==> src/rtl/parity_frame_tx.sv <==
// Serial frame transmitter: shifts a DATA_W-bit word out MSB-first and appends
// a 2-bit trailer (parity, 0) so each frame carries an even number of 0s and an
// even number of 1s. Feeds the even-0s/even-1s line detector.
module parity_frame_tx #(
  parameter int DATA_W = 8
) (
  input  logic              clk,
  input  logic              reset_n,
  input  logic [DATA_W-1:0] in_data,
  input  logic              in_valid,
  output logic              in_ready,
  input  logic              tx_en,
  output logic              tx_bit,
  output logic              tx_valid,
  output logic              tx_sof,
  output logic              tx_eof,
  output logic              done
);

  // The trailer trick only works when the payload length is even: then the
  // parity of the 0s equals the parity of the 1s and one fix-up bit pair
  // corrects both counts at once.
  generate
    if ((DATA_W < 2) || ((DATA_W % 2) != 0)) begin : g_bad_width
      $error("parity_frame_tx: DATA_W must be even and >= 2");
    end
  endgenerate

  localparam int CNT_W = (DATA_W > 2) ? $clog2(DATA_W) : 1;
  localparam logic [CNT_W-1:0] CNT_FIRST = CNT_W'(DATA_W - 1);

  typedef enum logic [1:0] {
    IDLE   = 2'd0,
    DATA   = 2'd1,
    TRAIL0 = 2'd2,
    TRAIL1 = 2'd3
  } state_t;

  state_t             state_q, state_d;
  logic [DATA_W-1:0]  shreg_q, shreg_d;
  logic [CNT_W-1:0]   cnt_q,   cnt_d;
  logic               par_q,   par_d;
  logic               done_q,  done_d;

  // State register: reset aborts any frame in flight without a done pulse.
  always_ff @(posedge clk or negedge reset_n) begin
    if (!reset_n) begin
      state_q <= IDLE;
      shreg_q <= '0;
      cnt_q   <= '0;
      par_q   <= 1'b0;
      done_q  <= 1'b0;
    end else begin
      state_q <= state_d;
      shreg_q <= shreg_d;
      cnt_q   <= cnt_d;
      par_q   <= par_d;
      done_q  <= done_d;
    end
  end

  // Next-state logic: capture the word on acceptance, then advance only on tx_en.
  always_comb begin
    state_d = state_q;
    shreg_d = shreg_q;
    cnt_d   = cnt_q;
    par_d   = par_q;
    done_d  = 1'b0;
    unique case (state_q)
      IDLE: begin
        if (in_valid) begin
          shreg_d = in_data;
          par_d   = ^in_data;
          cnt_d   = CNT_FIRST;
          state_d = DATA;
        end
      end
      DATA: begin
        if (tx_en) begin
          shreg_d = {shreg_q[DATA_W-2:0], 1'b0};
          cnt_d   = cnt_q - 1'b1;
          if (cnt_q == '0) begin
            state_d = TRAIL0;
          end
        end
      end
      TRAIL0: begin
        if (tx_en) begin
          state_d = TRAIL1;
        end
      end
      TRAIL1: begin
        if (tx_en) begin
          state_d = IDLE;
          done_d  = 1'b1;
        end
      end
      default: state_d = IDLE;
    endcase
  end

  // Outputs decode registered state only, so in_data never reaches tx_bit
  // combinationally.
  always_comb begin
    in_ready = 1'b0;
    tx_bit   = 1'b0;
    tx_valid = 1'b0;
    tx_sof   = 1'b0;
    tx_eof   = 1'b0;
    done     = done_q;
    unique case (state_q)
      IDLE: begin
        in_ready = 1'b1;
      end
      DATA: begin
        tx_bit   = shreg_q[DATA_W-1];
        tx_valid = 1'b1;
        tx_sof   = (cnt_q == CNT_FIRST);
      end
      TRAIL0: begin
        tx_bit   = par_q;
        tx_valid = 1'b1;
      end
      TRAIL1: begin
        tx_bit   = 1'b0;
        tx_valid = 1'b1;
        tx_eof   = 1'b1;
      end
      default: begin
        in_ready = 1'b0;
      end
    endcase
  end

endmodule
==> config.mk <==
export PLATFORM = sky130hd
export DESIGN_NAME = parity_frame_tx
export DESIGN_NICKNAME = d
export VERILOG_FILES = /design/src/rtl/parity_frame_tx.sv
export SDC_FILE = /design/constraint.sdc
export NUM_CORES = 1
export LEC_CHECK = 0
export ABC_AREA = 0
export BUFFER_PORTS_ARGS = -buffer_cell sky130_fd_sc_hd__buf_2
export CORE_MARGIN = 2
export CORE_UTILIZATION = 47
export DETAILED_ROUTE_END_ITERATION = 8
export PLACE_DENSITY_LB_ADDON = 0.15
export SETUP_SLACK_MARGIN = 0.1
export SLEW_MARGIN = 10
export SYNTH_ARGS = -nofsm -noshare
export SYNTH_HDL_FRONTEND = slang
export SYNTH_SLANG_ARGS = --single-unit
==> constraint.sdc <==
create_clock -name clk -period 3.1 [get_ports clk]
set_clock_uncertainty 0.15 [all_clocks]
set_input_delay 0.155 -clock clk [delete_from_list [all_inputs] [get_ports clk]]
set_output_delay 0.155 -clock clk [all_outputs]
set_load 0.005 [all_outputs]
; ---- Yosys cells after proc, flatten, opt, wreduce, memory -nomap -nowiden
; Index checks and enable logic that the tools add are counted.
[totals]
register_bits = 15
input_bits = 12
elab_cells = 42
[op_classes]
n_addsub = 1
n_eq_ne = 9
n_mux = 19
reduce_logical = 8
[op_table]
columns = cell, n
row1 = $mux 8, 2
row2 = $pmux 8 s2, 1
row3 = $mux 2, 5
row4 = $ne 2x2->1 const B, 5
row5 = $pmux 2 s4, 1
row6 = $reduce_xor 8->1, 1
row7 = $mux 1, 6
row8 = $mux 3, 2
row9 = $pmux 3 s2, 1
row10 = $reduce_and 5->1, 1
row11 = $eq 2x2->1 const B, 2
row12 = $eq 3x3->1 const B, 1
row13 = $logic_not 3->1, 1
row14 = $reduce_and 3->1, 1
row15 = $reduce_or 3->1, 1
row16 = $sub 3x1->3 const B, 1
row17 = $eq 2x1->1 const B, 1
row18 = $logic_not 2->1, 1
row19 = $pmux 1 s2, 1
row20 = $reduce_and 2->1, 1
row21 = $reduce_bool 2->1, 1

; ---- Longest topological paths before layout
[logic_depth]
ltp_word = 4
mapped_depth = 9
depth_no_buf = 6

; ---- Worst setup path before layout
; OpenSTA, ideal clock, no wires.
[synth_timing]
path_kind = register to register
start = register state_q[0]
end = register state_q[1]
arrival_ns = 1.434
required_time_ns = 2.825
setup_slack_ns = 1.392
stages_incl_launch_ff = 7
path_buffers = 0
period_less_slack_ns = 1.708
path_cell_list = dfrtp_1 > inv_1 > ha_1 > nand2b_1 > o211ai_1 > a21oi_2 > mux2_2
[synth_via]
elab_chain_cells = 3
[synth_lines]
columns = element, line_no
row1 = "start, declared", 39  ; state_t state_q, state_d;
row2 = "start signal, assigned", 54  ; state_q <= state_d;
row3 = "$eq 2x1->1, or another cell as far along", 69  ; unique case (state_q)
row4 = $ne 2x2->1 (no source line), --
row5 = $reduce_and 5->1 (no source line), --
; Several ways; a longest one is shown, not always the timed one.
; A chain may end at the register's enable or synchronous reset.

; ---- Worst setup path after layout
[layout_timing]
start = register state_q[1]
end = register cnt_q[1]
[layout_via]
elab_chain_cells = 3
[layout_lines]
columns = element, line_no
row1 = $eq 2x1->1 or $logic_not 2->1 (tied branches), 69
row2 = $ne 2x2->1 (no source line) or $reduce_bool 2->1 (tied branches), --
row3 = $reduce_and 3->1 (no source line), --
row4 = "end signal, assigned", 56  ; cnt_q <= cnt_d;
row5 = "end, declared", 41  ; logic [CNT_W-1:0] cnt_q, cnt_d;
; Several ways; a longest one is shown, not always the timed one.

==> metrics.cfg <==
[synth]
syn_area_per_cell_um2 = 10.2
yosysTopAreaCell = dfrtp_1
ys_types = 27
synthTopCellsByArea = dfrtp_1 (39%), ha_1 (10%), mux2i_1 (9.4%)
ys_warn_count = 0
ys_seq_elements = 15
async_flop_share = 1.00
syn_nets = 114
synth_edf_count = 0
synth_ff_type = dfrtp_1
synth_area_um2 = 955
syn_inst = 94
netlist.area_leader.share = 0.393
synthTopCellsByCount = dfrtp_1 (15), mux2i_1 (9), ha_1 (8), nor2_1 (8)
ys_seq_area_frac = 0.393
synth_most_common_cell = dfrtp_1

[clock_tree]
clockBufferDepth = 2
ctsRootBufferMaster = clkbuf_4
cts_tree = yes
ctsHtreeMaxLevel = 1
clk_pin_slew_worst_paths_ns = 0.09
ctsResizeCount = 0
cts_sinks = 15
insertion_delay_ns = 0.28
cts_made_buffers = 3

[job]
maxCapViolCount = 0

[sta]
finalCriticalPeriod_ns = 2.03
fin_crit_sh = 0.656
setup_violations = 0
worstMarginPinSlew_ns = 0.685
hold_violations = 0
slew_violations = 0
rsz0062_at_grt = no
fmax_ghz = 0.491
tns_ns = 0
slew_headroom = 0.541
whs_ns = 0.0496

[global_routing]
use_met3 = 0.0184
grt.overflow.total = 0
grt_pass1_vias = 681
grtUsageMet1 = 0.212
grt_usage = 0.157
grt_max_degree = 17
grt_pass1_wl_mm = 2.95
antenna_found_initial = 0
grt_use_met2 = 0.259
grt_busiest_layer = met2

[setup_path]
crit_path_start = state_q[1]
critPathKind = register to register
critical_path.max_fanout = 16
cp_data_required_time_ns = 3.15
worst_r2r_startpoint = state_q[1]
end_kind = register
setup.worst_path.start_class = register
arrival_ns = 2.09

[placement]
dpl.hpwl_mm = 1.29
port_buffers = 17
dp.cells = 134
place.gp.congestion = 0.751

[floorplan]
std_cell_rows = 16
fp.dieH_um = 49.1
start_util = 0.492
dieArea_um2 = 2410
fp.dieW_um = 49.1
ios = 18
core-area_um2 = 1940

[routing]
drt_iter0_markers = 9
routedWlPerCell_um = 12.1
drt-total-wl_mm = 1.69
ant_nets = 0
via_count = 703
viasPerCell = 5.02
drc = 0
drtPass1Iterations = 4

[power]
netSwitchingPower_uw = 422
power.leakage_uw = 0.000498
switching_share = 0.417
p_clk_frac = 0.108
ir_drop_mv = 0.590
p_int_uw = 591
combPwrFrac = 0.545
seqPwrFrac = 0.346
powerDensity_nw_per_um2 = 930

[layout]
area_growth_pct = 14.2
layout-drive-gt1-share = 0.265
fin_util = 0.561
stdcell_count = 140
nets = 134
n_antenna_cell = 0

[worst_hold_path]
min_from = tx_en
hold_class = primary input to register

[status]
status = complete, no violations

[power groups by stage]
stage                     Clock [µW]  Sequential, µW  Combinational [µW]
final                            109             351                 553
after global routing             122             363                 624
after CTS                        114             352                 554
after detailed placement           0             356                 549
after global placement             0             352                 537
after floorplan                    0             341                 461
[stage by stage]
step | worst slack (ns) | cell area, µm² | total power (µW)
global route | 0.801 | 1090 | 1110
finish | 1.07 | 1090 | 1010
floorplan | 1.39 | 955 | 802
detailed placement | 0.723 | 1040 | 905
global placement | 0.758 | 1040 | 889
CTS | 0.700 | 1090 | 1020
[critical path, cell delays in order (launching register included)]
cell and delay [ns]:
dfrtp_1 0.41, inv_1 0.11, ha_1 0.31, mux2i_1 0.16
nor2b_2 0.58, nor2_1 0.08, a41oi_1 0.17
[cells in the final DEF (no fill, tap or decap), types with 4 or more instances in the layout]
| cell type | count |
|---|---|
| a21oi_1 | 7 |
| a21oi_2 | 4 |
| buf_2 | 17 |
| dfrtp_1 | 15 |
| ha_1 | 8 |
| inv_1 | 7 |
| mux2i_1 | 9 |
| nor2_1 | 8 |
| xnor2_1 | 7 |
[state kept, by name, indices dropped and copies added (netlist names)]
register  count
done          1
par_q         1
cnt_q         3
state_q       2
shreg_q       8
[logic make-up (layout without fill, tap and decap cells)]
family                   Yosys count  after routing  share of synthesized area
AND/OR/NAND/NOR                   21             21                      0.117
AO/OA/AOI/OAI                     21             21                      0.145
multiplexers                      10             10                      0.106
buffers and inverters             12             31                     0.0695
adder cells (fa/ha/maj)            8              8                      0.105
flip-flops                        15             15                      0.393
XOR/XNOR                           7              7                     0.0642
[what timing repair did]
| item | CTS | global route |
|---|---|---|
| hold buffers | 2 | 0 |
| endpoints found under the hold margin | 16 | 0 |
| setup buffers | 0 | 0 |
[path summary, 6_finish.rpt]
kind                                    to  slack, ns  depth (start not counted)
max in group asynchronous       state_q[0]       2.39                          2
worst max-delay path              cnt_q[1]       1.07                          6
worst min-delay path              cnt_q[1]       0.05                          2
worst max register to register    cnt_q[1]       1.07                          6
min in group asynchronous         cnt_q[1]       0.16                          2
worst min register to register  shreg_q[6]       0.39                          2
[final cells by class]
class / count / area (µm²)
fill: 186 / 852
multi-input combinational: 67 / 515
sequential: 15 / 375
timing repair buffer: 20 / 113
tap: 27 / 33.8
clock buffer: 4 / 26.3
inverter: 7 / 26.3
[routing by layer]
| layer | wire length, µm | vias to the layer above |
|---|---|---|
| met2 | 843 | 12 |
| met5 | 0 | - |
| met1 | 799 | 328 |
| li1 | - | 361 |
| met3 | 37 | 2 |
| met4 | 8 | 0 |
Note: power is estimated with default switching activity, not from simulation.
